[src/rtl/register_sb.sv]
// register_sb: register file with hardware clear sequencer and pending-write scoreboard (optional REGISTER_SB_BYPASS_EN forwarding)
module register_sb #(
    parameter int XLEN   = 32,
    parameter int ADDR_W = 5
) (
    input  logic              clk,
    input  logic              rst,
    input  logic              reg_write,
    input  logic [ADDR_W-1:0] addr,
    input  logic [XLEN-1:0]   write_reg,
    input  logic [ADDR_W-1:0] reg_addr1,
    input  logic [ADDR_W-1:0] reg_addr2,
    output logic [XLEN-1:0]   rd1,
    output logic [XLEN-1:0]   rd2,
    input  logic              issue_valid,
    input  logic [ADDR_W-1:0] issue_rd,
    output logic              busy1,
    output logic              busy2,
    output logic              init_busy
);
    localparam int NREGS = 2**ADDR_W;
    localparam logic [ADDR_W-1:0] LAST = ADDR_W'(NREGS - 1);
    localparam logic [0:0] S_CLEAR = 1'b0;
    localparam logic [0:0] S_RUN   = 1'b1;
    logic [0:0]        state;
    logic [ADDR_W-1:0] ptr;
    logic [XLEN-1:0]   rf [NREGS];
    logic [NREGS-1:0]  pending, pending_nxt;
    logic              run, wr_en, iss_en, fwd1, fwd2;
    assign run       = !rst && state == S_RUN;
    assign wr_en     = run && reg_write && addr != '0;
    assign iss_en    = run && issue_valid && issue_rd != '0;
    assign init_busy = !run;
`ifdef REGISTER_SB_BYPASS_EN
    assign fwd1 = wr_en && addr == reg_addr1;
    assign fwd2 = wr_en && addr == reg_addr2;
`else
    assign fwd1 = 1'b0;
    assign fwd2 = 1'b0;
`endif
    assign rd1   = (!run || reg_addr1 == '0) ? '0 : fwd1 ? write_reg : rf[reg_addr1];
    assign rd2   = (!run || reg_addr2 == '0) ? '0 : fwd2 ? write_reg : rf[reg_addr2];
    assign busy1 = run && (fwd1 ? (iss_en && issue_rd == reg_addr1) : pending[reg_addr1]);
    assign busy2 = run && (fwd2 ? (iss_en && issue_rd == reg_addr2) : pending[reg_addr2]);
    // clear sequencer: walk x1..x(NREGS-1) once after reset, then run
    always_ff @(posedge clk) begin
        if (rst) begin
            state <= S_CLEAR;
            ptr   <= ADDR_W'(1);
        end else if (state == S_CLEAR) begin
            ptr   <= (ptr == LAST) ? ptr : ptr + ADDR_W'(1);
            state <= (ptr == LAST) ? S_RUN : S_CLEAR;
        end
    end
    // storage: zeroed by the sequencer, written by writeback in run
    always_ff @(posedge clk) begin
        if (!rst && state == S_CLEAR)
            rf[ptr] <= '0;
        else if (wr_en)
            rf[addr] <= write_reg;
    end
    // a new issue to a register outranks the retiring write of its older producer
    always_comb begin
        pending_nxt = pending;
        if (wr_en)
            pending_nxt[addr] = 1'b0;
        if (iss_en)
            pending_nxt[issue_rd] = 1'b1;
        pending_nxt[0] = 1'b0;
    end
    // scoreboard state
    always_ff @(posedge clk) begin
        if (rst)
            pending <= '0;
        else
            pending <= pending_nxt;
    end
endmodule

[config.mk]
export PLATFORM = sky130hd
export DESIGN_NAME = register_sb
export DESIGN_NICKNAME = d
export VERILOG_FILES = /design/src/rtl/register_sb.sv
export SDC_FILE = /design/constraint.sdc
export NUM_CORES = 1
export LEC_CHECK = 0
export CAP_MARGIN = 25
export CELL_PAD_IN_SITES_DETAIL_PLACEMENT = 1
export CELL_PAD_IN_SITES_GLOBAL_PLACEMENT = 1
export CORE_UTILIZATION = 47
export CTS_BUF_LIST = sky130_fd_sc_hd__clkbuf_8
export DETAILED_ROUTE_END_ITERATION = 10
export MAX_ROUTING_LAYER = met4
export PLACE_DENSITY_LB_ADDON = 0.1
export SYNTH_ARGS = -nofsm -noshare
export SYNTH_HDL_FRONTEND = slang
export SYNTH_SLANG_ARGS = --single-unit
[constraint.sdc]
create_clock -name clk -period 10.7 [get_ports clk]
set_clock_uncertainty 0.2 [all_clocks]
set_input_delay 1.605 -clock clk [delete_from_list [all_inputs] [get_ports clk]]
set_output_delay 1.605 -clock clk [all_outputs]
set_load 0.005 [all_outputs]
### Word-level counts from Yosys, hierarchy flattened

Memory sizes are Yosys's and may differ from the RTL's.
Cells that the tools add are included.

| operators by class | value |
|---|---|
| add/sub/neg operators | 1 |
| $lt $le $gt $ge | 6 |
| eq/ne operators | 1 |
| muxes and demuxes | 22 |
| bitwise gates (word level) | 5 |
| reductions and logical operators | 20 |

Operators with widths:

| kind | count |
|---|---|
| $mux W32 | 5 |
| $and A32 B32 Y32 | 1 |
| $not A32 Y32 | 1 |
| $or A32 B32 Y32 | 1 |
| $reduce_or A32 Y1 | 1 |
| $lt A5 B6 Y1 const B | 4 |
| $mux W1 | 12 |
| $bmux W1 S5 | 2 |
| $demux W1 S5 | 2 |
| $ge A5 B1 Y1 const B | 2 |
| $logic_and A1 B1 Y1 | 10 |
| $logic_not A5 Y1 | 2 |
| $reduce_bool A5 Y1 | 2 |
| $add A5 B1 Y5 const B | 1 |
| $eq A5 B5 Y1 const B | 1 |
| $mux W5 | 1 |
| $logic_not A1 Y1 | 2 |
| $logic_or A1 B1 Y1 | 2 |
| $not A1 Y1 | 2 |
| $reduce_and A2 Y1 | 1 |

| storage, ports and cells | value |
|---|---|
| register bits | 38 |
| memory bits (writable) | 1024 |
| input bits | 56 |
| output and inout port bits | 67 |
| word-level logic and storage cells | 60 |
| memories kept | 1 |

Memory list:

| memory | words | bits a word | read ports | clocked after memory_dff | write ports | RTL line | text |
|---|---|---|---|---|---|---|---|
| rf | 32 | 32 | 2 | 0 | 1 | 27 | `logic [XLEN-1:0] rf [NREGS];` |

### Logic depth before layout (Yosys ltp)

Gate-level depths: netlist of run 1.

| depth | value |
|---|---|
| depth in word-level cells | 9 |
| mapped depth | 8 |
| depth with buffers taken out | 7 |

### Worst setup path before layout of run 1

No wires, ideal clock.

| timing | value |
|---|---|
| kind | input port to flip-flop |
| start point | in addr[4] |
| end point | mem rf[31][0] (enable) |
| library setup time | 461 ps |
| arrival | 4917 ps |
| path slack | 5121 ps |
| cell stages on the path | 7 |
| buffers on the path | 3 |
| path through | buf_2 -> nor2_1 -> a21o_1 -> buf_2 -> a21oi_1 -> buf_2 -> nor3_1 |

| between the ends | value |
|---|---|
| cells in the longest elaborated chain, start to end | 7 |
| elaborated cells on any way between the ends | 8 |

RTL lines:

| what | RTL line | text |
|---|---|---|
| from (decl) | 9 | `input logic [ADDR_W-1:0] addr,` |
| $reduce_bool A5 Y1 | 31 | `assign wr_en = run && reg_write && addr != '0;` |
| $logic_and A1 B1 Y1 | 31 |  |
| $mux W1 | 59 | `else if (wr_en)` |
| $mux W1 | 57 | `if (!rst && state == S_CLEAR)` |
| $mux W1 (not written as such) | 60 | `rf[addr] <= write_reg;` |
| $reduce_or A32 Y1 (no source line) | n/a |  |
| $mux W5 (no source line) or $mux W1 (tied branches) | n/a |  |
| to (decl) | 27 |  |

Several ways; a longest one is shown, not always the timed one.

### Worst setup path after layout of run 1

| timing | value |
|---|---|
| start point | in reg_addr2[1] |
| end point | out rd2[6] |

| between the ends | value |
|---|---|
| cells in the longest elaborated chain, start to end | 3 |
| elaborated cells on any way between the ends | 4 |

RTL lines:

| what | RTL line | text |
|---|---|---|
| from (decl) | 12 | `input logic [ADDR_W-1:0] reg_addr2,` |
| parallel branches: the longest is 2 deep, another holds $mem_v2 Z32 W32 | n/a |  |
| $mux W32 (*) | 42 | `assign rd2 = (!run \|\| reg_addr2 == '0) ? '0 : fwd2 ? write_reg : rf[reg_addr2];` |
| to (decl) | 14 | `output logic [XLEN-1:0] rd2,` |

Every way passes the cells marked *.

==> summary.json, run 1 <==
{
  "outcome": "finished clean",
  "max_slew_margin": 0.231,
  "gr_usage_total": 0.299,
  "total_chip_power_uw": 8070,
  "postSynthAreaPerCell_um2": 18.9,
  "worst-setup-path-type": "input pin to output port",
  "cts_post_setup_buffers_inserted": 0,
  "die_w_um": 321,
  "initialDrtViolationCount": 3057,
  "grt_antenna_before_repair": 4,
  "initial_utilization": 0.475,
  "clkLatencyLatePin_ns": 0.84,
  "synthesis.instances": 2526,
  "nets": 2774,
  "worstPathRequired_ns": 8.90,
  "worst-r2r-cell-count": 5,
  "reg2reg_slack_ns": 6.70,
  "finalSetupViolations": 0,
  "regToRegStartpoint": "state",
  "worst_max_slew_pin_slew_ns": 1.15,
  "dp.cells": 3876,
  "clockRootBuffer": "clkbuf_8",
  "critPathArrivalTime_ns": 5.11,
  "crit_buf_inv": 4,
  "die_area_um2": 103000,
  "ys_async_sr_fraction": 0,
  "final-hold-violation-count": 0,
  "syn_area_um2": 47700,
  "first_global_vias": 30100,
  "cts_num_sinks": 1029,
  "detailed_place_hpwl_um": 85900,
  "chipHeight_um": 321,
  "synth-seq-cells": 1029,
  "multiInputGateArea_um2": 16400,
  "place.port_buffers": 122,
  "end_kind": "output port",
  "synth_edf_count": 992,
  "fillerInstances": 9040,
  "static-leakage-power_uw": 0.0154,
  "layout.area.seq_um2": 30500,
  "vdd_drop_max_mv": 0.122,
  "syn2layout_area_growth_pct": 13.6,
  "hp-class": "flip-flop to flip-flop",
  "post-route-period-util": 0.646,
  "cts.htree.levels": 4,
  "core_area_um2": 100000,
  "share_of_post_route_cells_with_drive_strength_above_1": 0.320,
  "min_path_cells": 2,
  "worst_setup_hold_path_clk_slew_ns": 0.05,
  "postCtsResizedCells": 0,
  "synthFlopType": "edfxtp_1",
  "yosys_warnings": 0,
  "final_max_tran_viols": 0,
  "layoutNonFillerInstCount": 4206,
  "critPathLaunchType": "input pin",
  "cts.hold.buffers_added": 0,
  "cts_made_buffers": 176,
  "yosys.cell_types.count": 61,
  "unrepaired_setup_endpoints_after_global_routing": "false",
  "synth_top_area_cell": "edfxtp_1",
  "worst_path_dominant_cell_family": "buffers and inverters",
  "post-route-min-period_ns": 6.91,
  "rows": 116,
  "commonest_cells_post_synth": "edfxtp_1 (992), mux4_2 (464), clkbuf_1 (118), a22oi_1 (99), nand3_1 (78)",
  "synth_nets": 2584,
  "grt_pass1_wl_um": 214000,
  "routedWlPerCell_um": 35.0,
  "hold_start": "pending[12]",
  "place_congestion": 0.823,
  "critPathMaxStageDelay_ns": 0.85,
  "post-route-drc-count": 0,
  "clk_path_buf_depth": 3,
  "tritoncts": "built",
  "synth_top_area_share": 0.624,
  "antenna_violating_nets_post_route": 0,
  "synthMostInstantiatedCell": "edfxtp_1",
  "via_count": 28300,
  "holdPathEnd": "pending[12]",
  "grt_max_degree": 156,
  "grt_remaining_overflow": 0,
  "power_density_nw_per_um2": 149,
  "critical_path.cell_chain": "clkdlybuf4s50_1 > and2_2 > buf_4 > nor3b_4 > buf_4 > a22o_1 > or3_1 > clkdlybuf4s50_1",
  "firstDrtPassIters": 5,
  "r2r_end": "rf[6][6]",
  "route.detailed.vias_per_inst": 6.74,
  "ios": 123,
  "routed_wirelength_um": 147000,
  "highest_attainable_clock_frequency_mhz": 145,
  "setup_tns_ns": 0,
  "critical_path.max_fanout": 33,
  "synthTopCellsByArea": "edfxtp_1 (62%), mux4_2 (22%), mux2_2 (1.6%)",
  "seq_area_frac_synth": 0.639,
  "critical_path.slowest_cell": "clkdlybuf4s50_1",
  "number_of_max_capacitance_violations_reported": 0
}
## state kept, by name, indices dropped and copies added, names as in the netlist
register,flops
rf,992
pending,31
ptr,5
state,1
## routing by layer
layer	part of all wire	up-vias	global-route usage	routed length (µm)
met4	0.022	0	0.0824	3280
met5	0	-	-	0
li1	-	11400	-	-
met2	0.50	1224	0.476	73300
met3	0.066	233	0.0510	9670
met1	0.41	15500	0.401	61100
## power breakdown
group	leakage, µW	internal (µW)	total (µW)	switching (µW)
logic	0.00560	183	433	250
registers	0.00796	4390	4410	18.3
clock network	0.00179	1580	3230	1650
## area by class of cell
cell class,instances,area share
clock buffers,178,0.0452
repair buffers,227,0.0444
flip-flops and latches,1029,0.563
well taps,1357,0.0313
clock inverters,131,0.0116
inverters,43,0.00298
diodes,2,0.0000923
multi-input cells,1239,0.302
## stage by stage
| stage | instance area [µm²] | util | hold WS (ns) | setup WS, ns |
|---|---|---|---|---|
| floorplan | 47700 | - | 0.248 | 5.12 |
| global placement | 50700 | 0.504 | 0.268 | 3.12 |
| detailed placement | 50700 | 0.505 | 0.294 | 3.82 |
| CTS | 53800 | 0.536 | 0.303 | 3.81 |
| global route | 54200 | 0.540 | 0.321 | 3.73 |
| finish | 54200 | 0.540 | 0.295 | 3.79 |
## worst max path at each step
stage	start	to	slack, ns	depth (start not counted)
after floorplan	addr[4]	rf[31][0]	5.12	7
after global placement	reg_addr2[1]	rd2[9]	3.12	8
after detailed placement	reg_addr2[1]	rd2[6]	3.82	8
after CTS	reg_addr2[1]	rd2[6]	3.81	8
after global routing	reg_addr2[1]	rd2[6]	3.73	8
final	reg_addr2[1]	rd2[6]	3.79	8
## logic make-up (layout without fill, tap and decap cells)
family / count (synthesis) / in the layout / share of synthesized area
and+or+nand+nor: 300 / 300 / 0.0356
buffers and inverters: 258 / 579 / 0.0240
AOI/OAI and AO/OA: 400 / 400 / 0.0646
other: 0 / 2 / 0
adders and majority gates: 2 / 2 / 0.000524
DFF: 1029 / 1029 / 0.639
xor gates and xnor gates: 3 / 3 / 0.000550
muxes: 534 / 534 / 0.235
## tightest hold or removal path: stages, from the launching register on
cell and delay, ns:
dfxtp_1 0.32, nand2_1 0.06, o2bb2ai_1 0.06
## cells in the final DEF, fill, tap and decap left out, types with 10 or more instances in the layout
master / Yosys / routed
clkinv_1: 1 / 42
clkinv_2: 0 / 20
nand2_1: 14 / 14
a22oi_1: 99 / 99
and2_1: 35 / 34
clkdlybuf4s50_1: 0 / 116
o21ai_0: 56 / 56
inv_1: 41 / 96
edfxtp_1: 992 / 992
or3_1: 36 / 36
nand4_1: 34 / 34
buf_16: 0 / 10
nand3_1: 78 / 77
mux2_2: 67 / 67
dfxtp_1: 37 / 37
a22o_1: 63 / 63
nor3_2: 0 / 27
a221oi_1: 64 / 64
a211o_1: 31 / 31
nor2_1: 26 / 18
clkbuf_8: 0 / 178
o211ai_1: 52 / 52
buf_4: 6 / 81
mux4_2: 464 / 464
No activity file was read; power rests on OpenSTA's default activity.
==> inputs of run 2 (changes only) <==
==> constraint.sdc (replaced) <==
create_clock -name clk -period 5.7 [get_ports clk]
set_clock_uncertainty 0.2 [all_clocks]
set_input_delay 0.855 -clock clk [delete_from_list [all_inputs] [get_ports clk]]
set_output_delay 0.855 -clock clk [all_outputs]
set_load 0.005 [all_outputs]
==> summary.json, run 2 (same netlist as run 1, synthesis figures left out) <==
{
  "outcome": "finished clean",
  "worstPathRequired_ns": 4.64,
  "place.port_buffers": 122,
  "cts.htree.levels": 4,
  "share_seq_of_total_power": 0.549,
  "p_comb_frac": 0.056,
  "via_count": 28900,
  "gr_usage_total": 0.306,
  "postCtsResizedCells": 0,
  "post-route-drc-count": 0,
  "vdd_drop_max_mv": 0.226,
  "place_congestion": 0.833,
  "worst_max_slew_pin_slew_ns": 1.03,
  "initial_utilization": 0.475,
  "die_w_um": 321,
  "reg2reg_slack_ns": 2.01,
  "syn2layout_area_growth_pct": 14.1,
  "cts_post_setup_buffers_inserted": 0,
  "setup_tns_ns": 0,
  "number_of_max_capacitance_violations_reported": 0,
  "max_slew_margin": 0.315,
  "die_area_um2": 103000,
  "clockRootBuffer": "clkbuf_8",
  "routed_wirelength_um": 151000,
  "layoutNonFillerInstCount": 4225,
  "max_flop_register": "rf",
  "largest_register_ffs": 992,
  "chipHeight_um": 321,
  "firstDrtPassIters": 5,
  "static-leakage-power_uw": 0.0155,
  "p_sw_uw": 3530,
  "initialDrtViolationCount": 3492,
  "grt_max_degree": 79,
  "timing.final.ws_setup_ns": 0.524,
  "hold_start": "pending[12]",
  "finalSetupViolations": 0,
  "antenna_violating_nets_post_route": 0,
  "route.detailed.vias_per_inst": 6.84,
  "end_kind": "output port",
  "detailed_place_hpwl_um": 87800,
  "min_path_cells": 2,
  "layout_common_cells": "edfxtp_1 (992), mux4_2 (464), clkbuf_8 (180), clkdlybuf4s50_1 (116), a22oi_1 (99)",
  "nets": 2796,
  "clkLatencyLatePin_ns": 0.84,
  "internal-power_uw": 11600,
  "worst-setup-path-type": "flip-flop to output port",
  "power.share.clock": 0.395,
  "tritoncts": "built",
  "grt_remaining_overflow": 0,
  "regToRegStartpoint": "state",
  "share_of_post_route_cells_with_drive_strength_above_1": 0.325,
  "biggestRegsByFlops": "rf: 992 flops, pending: 31 flops, ptr: 5 flops",
  "critPathLaunchType": "flip-flop",
  "grt_antenna_before_repair": 1,
  "dp_slack_ns": 0.954,
  "post-route-min-period_ns": 5.18,
  "critical_path.max_fanout": 18,
  "power.share.switching": 0.234,
  "clk_path_buf_depth": 3,
  "highest_attainable_clock_frequency_mhz": 193,
  "most_common_cell_after_layout_fill_and_taps_aside": "edfxtp_1",
  "power_density_nw_per_um2": 277,
  "final_hold_slack_ns": 0.297,
  "core_area_um2": 100000,
  "ios": 123,
  "final_max_tran_viols": 0,
  "routedWlPerCell_um": 35.7,
  "postLayoutCoreUtil": 0.543,
  "cts_num_sinks": 1029,
  "first_global_vias": 30600,
  "holdPathEnd": "pending[12]",
  "grt_pass1_wl_um": 217000,
  "final-hold-violation-count": 0,
  "worst-r2r-cell-count": 5,
  "dp.cells": 3904,
  "hp-class": "flip-flop to flip-flop",
  "post-route-period-util": 0.908,
  "worst_setup_hold_path_clk_slew_ns": 0.06,
  "rows": 116,
  "unrepaired_setup_endpoints_after_global_routing": "false",
  "cts.hold.buffers_added": 0,
  "critPathArrivalTime_ns": 4.12,
  "r2r_end": "rf[22][14]",
  "cts_made_buffers": 174
}
==> run 2: final cells by class <==
cell class / count / area (µm²)
inverter: 43 / 161
clock inverter: 125 / 548
sequential: 1029 / 30500
antenna: 1 / 2.50
tap: 1357 / 1700
fill: 8989 / 45900
clock buffer: 180 / 2480
timing repair buffer: 251 / 2720
multi-input combinational: 1239 / 16400
==> run 2: stage by stage <==
| stage | instance area [µm²] | total power [µW] |
|---|---|---|
| final | 54500 | 15100 |
| after global routing | 54500 | 15500 |
| after detailed placement | 51100 | 9270 |
| after floorplan | 47700 | 8980 |
| after global placement | 51100 | 9260 |
| after CTS | 54200 | 15200 |
==> run 2: worst max-delay path by stage <==
stage	slack, ns	from	endpoint	depth (start not counted)
6_report	0.52	state	rd2[5]	6
5_1_grt	0.40	state	rd2[5]	6
4_1_cts	0.44	state	rd2[5]	6
3_5_place_dp	0.95	rst	rd2[5]	7
3_3_place_gp	0.97	reg_addr2[0]	rd2[28]	6
2_1_floorplan	0.87	addr[4]	rf[31][0]	7
==> run 2: power by group through the flow <==
stage / clock network (µW) / registers [µW] / logic, µW
2_1_floorplan: 0 / 8430 / 557
3_3_place_gp: 0 / 8430 / 830
3_5_place_dp: 0 / 8440 / 837
4_1_cts: 6080 / 8280 / 840
5_1_grt: 6370 / 8280 / 883
6_report: 5960 / 8280 / 840
==> run 2: worst max-delay path: stages, from the launching register on <==
cell             delay, ns
dfxtp_1               0.79
nand2b_1              0.62
nor3_2                0.39
buf_4                 0.44
a22o_1                0.28
or3_1                 0.19
clkdlybuf4s50_1       0.52
==> run 2: layer usage <==
layer,up-vias,track usage,part of all wire
li1,11500,-,-
met4,0,0.0995,0.030
met2,1395,0.476,0.48
met5,-,-,0
met3,290,0.0470,0.075
met1,15800,0.418,0.41
